===== src/rtl/mem_stage_if.sv =====
// Data-memory request/ready bus between the MEM stage (master) and data memory (slave).
// req/we/addr/be/wdata are held stable by the master while req & !ready.
interface mem_stage_if;
    logic        req;
    logic        we;
    logic [31:0] addr;
    logic [31:0] wdata;
    logic [3:0]  be;
    logic        ready;
    logic [31:0] rdata;

    modport master (output req, we, addr, wdata, be, input ready, rdata);
    modport slave  (input req, we, addr, wdata, be, output ready, rdata);
endinterface


===== src/rtl/mem_stage.sv =====
// MEM pipeline stage: issues loads/stores from EX/MEM onto the dmem bus, stalls the
// front of the pipeline while an access is outstanding, and registers MEM/WB.
// Optional feature macro: MEM_MISALIGN_TRAP_EN (misaligned half/word accesses are
// suppressed and reported through mem_misaligned_o / mem_badaddr_o).
`ifndef CONTROL_SIGNALS_WIDTH
`define CONTROL_SIGNALS_WIDTH 8
`endif
`ifndef CTRL_MEM_READ
`define CTRL_MEM_READ 0
`endif
`ifndef CTRL_MEM_WRITE
`define CTRL_MEM_WRITE 1
`endif

module mem_stage (
    input  logic                              clk,
    input  logic                              reset,
    input  logic [31:0]                       ex_mem_pc_i,
    input  logic [31:0]                       ex_mem_alu_result_i,
    input  logic [31:0]                       ex_mem_rs2_data_i,
    input  logic [4:0]                        ex_mem_rd_addr_i,
    input  logic [2:0]                        ex_mem_funct3_i,
    input  logic [`CONTROL_SIGNALS_WIDTH-1:0] ex_mem_control_signals_i,
    input  logic                              ex_mem_valid_i,
    mem_stage_if.master                       dmem,
    output logic                              mem_stall_o,
    output logic [31:0]                       mem_wb_pc_o,
    output logic [31:0]                       mem_wb_alu_result_o,
    output logic [31:0]                       mem_wb_mem_data_o,
    output logic [4:0]                        mem_wb_rd_addr_o,
    output logic [`CONTROL_SIGNALS_WIDTH-1:0] mem_wb_control_signals_o,
    output logic                              mem_wb_valid_o,
    output logic                              mem_misaligned_o,
    output logic [31:0]                       mem_badaddr_o
);
    localparam int CW = `CONTROL_SIGNALS_WIDTH;

    typedef enum logic {IDLE = 1'b0, BUSY = 1'b1} state_t;

    state_t state_q, state_d;

    logic        is_read, is_write, memop;
    logic        size_byte, size_half;
    logic        misaligned_c, issue, done;
    logic [3:0]  be_d;
    logic [31:0] wdata_d;
    logic [31:0] load_data;

    // Registered bus outputs plus the access shape needed to extract load data.
    logic        req_q, we_q, load_q;
    logic [31:0] addr_q, wdata_q;
    logic [3:0]  be_q;
    logic [2:0]  f3_q;
    logic [1:0]  off_q;

    logic [31:0]   wb_pc_q, wb_alu_q, wb_data_q;
    logic [4:0]    wb_rd_q;
    logic [CW-1:0] wb_ctrl_q;
    logic          wb_valid_q;

    assign is_read  = ex_mem_control_signals_i[`CTRL_MEM_READ];
    assign is_write = ex_mem_control_signals_i[`CTRL_MEM_WRITE];
    // READ and WRITE both set resolves to a store, since is_write wins everywhere.
    assign memop    = ex_mem_valid_i & (is_read | is_write);

    // funct3[1:0]: 00 byte, 01 half, anything else is a full word.
    assign size_byte = (ex_mem_funct3_i[1:0] == 2'b00);
    assign size_half = (ex_mem_funct3_i[1:0] == 2'b01);

`ifdef MEM_MISALIGN_TRAP_EN
    assign misaligned_c = memop &
                          ((size_half & ex_mem_alu_result_i[0]) |
                           (~size_byte & ~size_half & (ex_mem_alu_result_i[1:0] != 2'b00)));
`else
    assign misaligned_c = 1'b0;
`endif

    assign issue       = (state_q == IDLE) & memop & ~misaligned_c;
    assign done        = (state_q == BUSY) & dmem.ready;
    assign mem_stall_o = issue | ((state_q == BUSY) & ~dmem.ready);

    // Store byte lanes and lane-replicated write data; loads enable the whole word.
    always_comb begin
        be_d    = 4'b1111;
        wdata_d = 32'h0;
        if (is_write) begin
            wdata_d = ex_mem_rs2_data_i;
            if (size_byte) begin
                be_d    = 4'b0001 << ex_mem_alu_result_i[1:0];
                wdata_d = {4{ex_mem_rs2_data_i[7:0]}};
            end else if (size_half) begin
                be_d    = 4'b0011 << {ex_mem_alu_result_i[1], 1'b0};
                wdata_d = {2{ex_mem_rs2_data_i[15:0]}};
            end
        end
    end

    // Pick the addressed byte/half out of the read word and extend per funct3.
    always_comb begin
        logic [7:0]  bsel;
        logic [15:0] hsel;
        bsel = dmem.rdata[7:0];
        case (off_q)
            2'd1:    bsel = dmem.rdata[15:8];
            2'd2:    bsel = dmem.rdata[23:16];
            2'd3:    bsel = dmem.rdata[31:24];
            default: bsel = dmem.rdata[7:0];
        endcase
        hsel = off_q[1] ? dmem.rdata[31:16] : dmem.rdata[15:0];
        load_data = dmem.rdata;
        case (f3_q)
            3'b000:  load_data = {{24{bsel[7]}}, bsel};
            3'b001:  load_data = {{16{hsel[15]}}, hsel};
            3'b100:  load_data = {24'h0, bsel};
            3'b101:  load_data = {16'h0, hsel};
            default: load_data = dmem.rdata;
        endcase
    end

    // FSM state register.
    always_ff @(posedge clk or posedge reset) begin
        if (reset) state_q <= IDLE;
        else       state_q <= state_d;
    end

    // FSM next state: IDLE -> BUSY on an issued access, BUSY -> IDLE on ready.
    always_comb begin
        state_d = state_q;
        case (state_q)
            IDLE:    if (issue)      state_d = BUSY;
            BUSY:    if (dmem.ready) state_d = IDLE;
            default: state_d = IDLE;
        endcase
    end

    // Bus request registers: loaded on issue, held while waiting, req dropped on ready.
    always_ff @(posedge clk or posedge reset) begin
        if (reset) begin
            req_q   <= 1'b0;
            we_q    <= 1'b0;
            addr_q  <= 32'h0;
            be_q    <= 4'h0;
            wdata_q <= 32'h0;
            load_q  <= 1'b0;
            f3_q    <= 3'h0;
            off_q   <= 2'h0;
        end else if (issue) begin
            req_q   <= 1'b1;
            we_q    <= is_write;
            addr_q  <= {ex_mem_alu_result_i[31:2], 2'b00};
            be_q    <= be_d;
            wdata_q <= wdata_d;
            load_q  <= ~is_write;
            f3_q    <= ex_mem_funct3_i;
            off_q   <= ex_mem_alu_result_i[1:0];
        end else if (done) begin
            req_q   <= 1'b0;
        end
    end

    assign dmem.req   = req_q;
    assign dmem.we    = we_q;
    assign dmem.addr  = addr_q;
    assign dmem.be    = be_q;
    assign dmem.wdata = wdata_q;

    // MEM/WB register: bubble while stalled, otherwise take the instruction in MEM.
    always_ff @(posedge clk or posedge reset) begin
        if (reset) begin
            wb_pc_q    <= 32'h0;
            wb_alu_q   <= 32'h0;
            wb_data_q  <= 32'h0;
            wb_rd_q    <= 5'h0;
            wb_ctrl_q  <= '0;
            wb_valid_q <= 1'b0;
        end else if (mem_stall_o) begin
            wb_valid_q <= 1'b0;
        end else begin
            wb_pc_q    <= ex_mem_pc_i;
            wb_alu_q   <= ex_mem_alu_result_i;
            wb_rd_q    <= ex_mem_rd_addr_i;
            wb_ctrl_q  <= ex_mem_control_signals_i;
            wb_valid_q <= ex_mem_valid_i & ~misaligned_c;
            wb_data_q  <= (done & load_q) ? load_data : 32'h0;
        end
    end

    assign mem_wb_pc_o              = wb_pc_q;
    assign mem_wb_alu_result_o      = wb_alu_q;
    assign mem_wb_mem_data_o        = wb_data_q;
    assign mem_wb_rd_addr_o         = wb_rd_q;
    assign mem_wb_control_signals_o = wb_ctrl_q;
    assign mem_wb_valid_o           = wb_valid_q;

`ifdef MEM_MISALIGN_TRAP_EN
    logic        mis_q;
    logic [31:0] badaddr_q;

    // One-cycle misalignment pulse; the faulting address is kept until the next fault.
    always_ff @(posedge clk or posedge reset) begin
        if (reset) begin
            mis_q     <= 1'b0;
            badaddr_q <= 32'h0;
        end else begin
            mis_q <= misaligned_c & (state_q == IDLE);
            if (misaligned_c) badaddr_q <= ex_mem_alu_result_i;
        end
    end

    assign mem_misaligned_o = mis_q;
    assign mem_badaddr_o    = badaddr_q;
`else
    assign mem_misaligned_o = 1'b0;
    assign mem_badaddr_o    = 32'h0;
`endif
endmodule


===== src/flat_wrapper.sv =====
// flat-port wrapper written by rule: the top's interface ports become plain ports
module mem_stage_flat 
  (clk, reset, ex_mem_pc_i, ex_mem_alu_result_i, ex_mem_rs2_data_i, ex_mem_rd_addr_i, ex_mem_funct3_i, ex_mem_control_signals_i, ex_mem_valid_i, mem_stall_o, mem_wb_pc_o, mem_wb_alu_result_o, mem_wb_mem_data_o, mem_wb_rd_addr_o, mem_wb_control_signals_o, mem_wb_valid_o, mem_misaligned_o, mem_badaddr_o, dmem_req, dmem_we, dmem_addr, dmem_wdata, dmem_be, dmem_ready, dmem_rdata);
  mem_stage_if dmem_i ();
  input  logic clk;
  input  logic reset;
  input  logic [31:0] ex_mem_pc_i;
  input  logic [31:0] ex_mem_alu_result_i;
  input  logic [31:0] ex_mem_rs2_data_i;
  input  logic [4:0] ex_mem_rd_addr_i;
  input  logic [2:0] ex_mem_funct3_i;
  input  logic [`CONTROL_SIGNALS_WIDTH-1:0] ex_mem_control_signals_i;
  input  logic ex_mem_valid_i;
  output logic mem_stall_o;
  output logic [31:0] mem_wb_pc_o;
  output logic [31:0] mem_wb_alu_result_o;
  output logic [31:0] mem_wb_mem_data_o;
  output logic [4:0] mem_wb_rd_addr_o;
  output logic [`CONTROL_SIGNALS_WIDTH-1:0] mem_wb_control_signals_o;
  output logic mem_wb_valid_o;
  output logic mem_misaligned_o;
  output logic [31:0] mem_badaddr_o;
  output wire logic [$bits(dmem_i.req)-1:0] dmem_req;
  output wire logic [$bits(dmem_i.we)-1:0] dmem_we;
  output wire logic [$bits(dmem_i.addr)-1:0] dmem_addr;
  output wire logic [$bits(dmem_i.wdata)-1:0] dmem_wdata;
  output wire logic [$bits(dmem_i.be)-1:0] dmem_be;
  input wire logic [$bits(dmem_i.ready)-1:0] dmem_ready;
  input wire logic [$bits(dmem_i.rdata)-1:0] dmem_rdata;
  assign dmem_req = dmem_i.req;
  assign dmem_we = dmem_i.we;
  assign dmem_addr = dmem_i.addr;
  assign dmem_wdata = dmem_i.wdata;
  assign dmem_be = dmem_i.be;
  assign dmem_i.ready = dmem_ready;
  assign dmem_i.rdata = dmem_rdata;
  mem_stage u_core (.clk(clk), .reset(reset), .ex_mem_pc_i(ex_mem_pc_i), .ex_mem_alu_result_i(ex_mem_alu_result_i), .ex_mem_rs2_data_i(ex_mem_rs2_data_i), .ex_mem_rd_addr_i(ex_mem_rd_addr_i), .ex_mem_funct3_i(ex_mem_funct3_i), .ex_mem_control_signals_i(ex_mem_control_signals_i), .ex_mem_valid_i(ex_mem_valid_i), .dmem(dmem_i), .mem_stall_o(mem_stall_o), .mem_wb_pc_o(mem_wb_pc_o), .mem_wb_alu_result_o(mem_wb_alu_result_o), .mem_wb_mem_data_o(mem_wb_mem_data_o), .mem_wb_rd_addr_o(mem_wb_rd_addr_o), .mem_wb_control_signals_o(mem_wb_control_signals_o), .mem_wb_valid_o(mem_wb_valid_o), .mem_misaligned_o(mem_misaligned_o), .mem_badaddr_o(mem_badaddr_o));
endmodule

===== config.mk =====
export PLATFORM = sky130hd
export DESIGN_NAME = mem_stage_flat
export DESIGN_NICKNAME = d
export VERILOG_FILES = /design/src/rtl/mem_stage_if.sv /design/src/rtl/mem_stage.sv /design/src/flat_wrapper.sv
export SDC_FILE = /design/constraint.sdc
export NUM_CORES = 1
export LEC_CHECK = 0
export CORE_ASPECT_RATIO = 1.1
export CORE_MARGIN = 4
export CORE_UTILIZATION = 45
export CTS_CLUSTER_SIZE = 20
export DETAILED_ROUTE_END_ITERATION = 12
export GPL_ROUTABILITY_DRIVEN = 0
export HOLD_SLACK_MARGIN = 0.05
export PLACE_DENSITY = 0.95
export SYNTH_ARGS = -nofsm -noshare
export SYNTH_HDL_FRONTEND = slang
export SYNTH_SLANG_ARGS = --single-unit

===== constraint.sdc =====
create_clock -name clk -period 14.65 [get_ports clk]
set_input_delay 3.6625 -clock clk [delete_from_list [all_inputs] [get_ports clk]]
set_output_delay 3.6625 -clock clk [all_outputs]
set_load 0.02 [all_outputs]

==> flow_summary_export.csv <==
group,metric,value,unit
timing,fin_skew,0.00596,ns
cts,cts_tree,"built",
timing,fin_crit_sh,0.607,
timing,finalSetupViolCount,0,
floorplan,start_util,0.464,
layout,final_cell_mix,"326 x clkdlybuf4s50_1, 185 x dfrtp_1, 174 x nand2_1, 57 x mux2_1, 35 x conb_1",
timing,fin_crit,8.89,ns
routing,wl_per_cell,19.5,um
logic_synthesis,yosys.area.top_type,"dfrtp_1",
cts,htreeDepth,4,
timing,fin_hold_ws,0.475,ns
logic_synthesis,syn_inst,707,
status,outcome,"finished clean",
logic_synthesis,synth_area_leaders,"dfrtp_1 58%, nand2_1 8.2%, mux2_1 8.0%",
layout,fin_nets,1162,
layout,ff_latch_area,4630,um2
floorplan,die_area,19900,um2
timing,fin_setup_tns,0,ns
cts,clk_latency,0.41,ns
pwr,p_leak,5.35,nW
global_route,first_global_vias,6885,
worst_setup_path,path_max_fanout,4,
cts,cts_resized,0,
layout,multiInputGateArea,2990,um2
routing,firstDrtPassIters,5,
routing,drt_first_iter_violations,347,
floorplan,core_area,17200,um2
floorplan,die_height,148,um
logic_synthesis,ys_types,41,
layout,syn_to_final_growth,48.8,%
worst_setup_path,crit_required,10.99,ns
logic_synthesis,synth_top_area_frac,0.580,
layout,layout_commonest_cell,"clkdlybuf4s50_1",
logic_synthesis,ys.flop_type,"dfrtp_1",
place,place_hpwl,18.1,mm
cts,cts_sinks,185,
cts,clk_path_buf_depth,2,
logic_synthesis,synth_warnings,0,
timing,worst_pin_slew,1.06,ns
global_route,grt_max_degree,109,
floorplan,die_w,135,um
pwr,power.density,136,nW/um2
cts,cts.clk_slew.worst_paths,0.07,ns
global_route,antenna_found_initial,0,
worst_setup_path,critPathLaunchType,"primary input",
logic_synthesis,synth_area,7980,um2
worst_setup_path,setup.worst_path.class,"primary input to output pin",
logic_synthesis,synth_edf_count,0,
cts,cts_buffers,17,
logic_synthesis,avgSynthCellArea,11.3,um2
logic_synthesis,async_flop_share,1.00,
global_route,grt_first_pass_wirelength,38.0,mm
job,drv_cap,0,
cts,postCtsSetupRepairBufs,0,
worst_setup_path,arrival,5.23,ns
hold_path,holdCritPathClass,"flip-flop to flip-flop",
pwr,p_total,1.62,mW
layout,nFillCells,1242,
routing,dr_total_vias,6500,
logic_synthesis,yosysSeqAreaShare,0.580,
timing,hold_violations,0,
worst_setup_path,endpoint_kind,"output pin",
logic_synthesis,ys_ff_latch,185,
pwr,peakVddDrop,0.113,mV
timing,slew_violations,0,
routing,vias_per_cell,5.15,
cts,cts_hold_buf,0,
floorplan,io_pins,362,
global_route,grtUsageTotal,0.245,
timing,rsz0062_at_grt,"false",
global_route,grt-ovfl-total,0,
routing,routed_wl,24.6,mm
timing,slew_headroom,0.293,
routing,ant_nets,0,
floorplan,rows,50,
layout,drive_above_1_share,0.0711,
routing,drc,0,
place,port_buffers,326,
timing,fmax,112,MHz
cts,cts_root_buf,"clkbuf_16",
-- state kept, by name, summed over array words and instances (netlist names) --
| signal | flops |
|---|---|
| u_core.dmem.we | 1 |
| u_core.mem_wb_alu_result_o | 32 |
| u_core.state_q | 1 |
| u_core.off_q | 2 |
| u_core.dmem.wdata | 32 |
| u_core.dmem.addr | 30 |
| u_core.mem_wb_rd_addr_o | 5 |
| u_core.mem_wb_valid_o | 1 |
| u_core.f3_q | 3 |
| u_core.mem_wb_pc_o | 32 |
| u_core.dmem.be | 4 |
| u_core.dmem.req | 1 |
| u_core.mem_wb_mem_data_o | 32 |
| u_core.load_q | 1 |
| u_core.mem_wb_control_signals_o | 8 |
-- per-layer routing --
layer	routed length (um)	track usage	share of wire	vias up
li1	-	-	-	2932
met4	637	0.0766	0.026	0
met3	2290	0.0793	0.093	36
met5	0	0	0	-
met1	8830	0.279	0.36	3215
met2	12800	0.435	0.52	317
-- cells in the mapped netlist, types with 3 or more instances --
cell and n:
dfrtp_1 185, nand2_1 174, mux2_1 57, buf_4 35, mux2i_1 33, o21ai_1 24, a22oi_1 22, mux2_2 20
clkbuf_1 19, a21oi_1 17, buf_2 17, nor2_1 17, inv_1 11, nand2b_1 10, o21ai_0 10, a22o_1 8
a21o_1 7, a221oi_2 7, buf_1 4, nor3_1 3
-- stage by stage --
| step | utilization | std cells | instance area, um2 | setup slack, ns |
|---|---|---|---|---|
| after floorplan | - | 741 | 8110 | 5.96 |
| after global placement | 0.655 | 1229 | 11300 | 5.78 |
| after detailed placement | 0.655 | 1229 | 11300 | 5.75 |
| after CTS | 0.690 | 1261 | 11900 | 5.75 |
| after global routing | 0.690 | 1261 | 11900 | 5.66 |
| final | 0.690 | 1262 | 11900 | 5.76 |
-- critical path, stage by stage --
cell and delay (ns):
clkdlybuf4s50_1 0.52, o21ai_1 0.18, mux2i_4 0.22, clkdlybuf4s50_1 0.64
-- kinds of logic after synthesis --
family,synth area share
other,0.000470
DFF,0.580
buffers and inverters,0.0635
AOI/OAI and AO/OA,0.0941
and+or+nand+nor,0.108
muxes,0.154
-- area by class of cell --
class | instances | area share
Antenna cell | 1 | 0.000211
Clock buffer | 19 | 0.0373
Sequential cell | 185 | 0.390
Multi-Input combinational cell | 466 | 0.252
Timing Repair Buffer | 332 | 0.279
Inverter | 12 | 0.00421
Clock inverter | 13 | 0.0132
Tap cell | 234 | 0.0247
-- worst paths after layout --
kind	from	to	slack, ns	depth (start not counted)
max in group asynchronous	reset	u_core.dmem.wdata[15]$_DFFE_PP0P_	9.26	3
max	ex_mem_valid_i	mem_stall_o	5.76	4
min reg2reg	u_core.mem_wb_mem_data_o[15]$_DFFE_PP0N_	u_core.mem_wb_mem_data_o[15]$_DFFE_PP0N_	0.48	1
max reg2reg	u_core.state_q$_DFF_PP0_	u_core.mem_wb_pc_o[28]$_DFFE_PP0N_	11.87	5
min	u_core.mem_wb_mem_data_o[15]$_DFFE_PP0N_	u_core.mem_wb_mem_data_o[15]$_DFFE_PP0N_	0.48	1
min in group asynchronous	reset	u_core.mem_wb_pc_o[23]$_DFFE_PP0N_	3.83	2
-- report_power, final --
group / internal, mW / leakage, nW / switching, mW
Combinational: 0.238 / 2.78 / 0.262
Sequential: 0.593 / 2.28 / 0.0578
Clock: 0.262 / 0.293 / 0.205
Note: power is estimated with default switching activity, not from simulation.
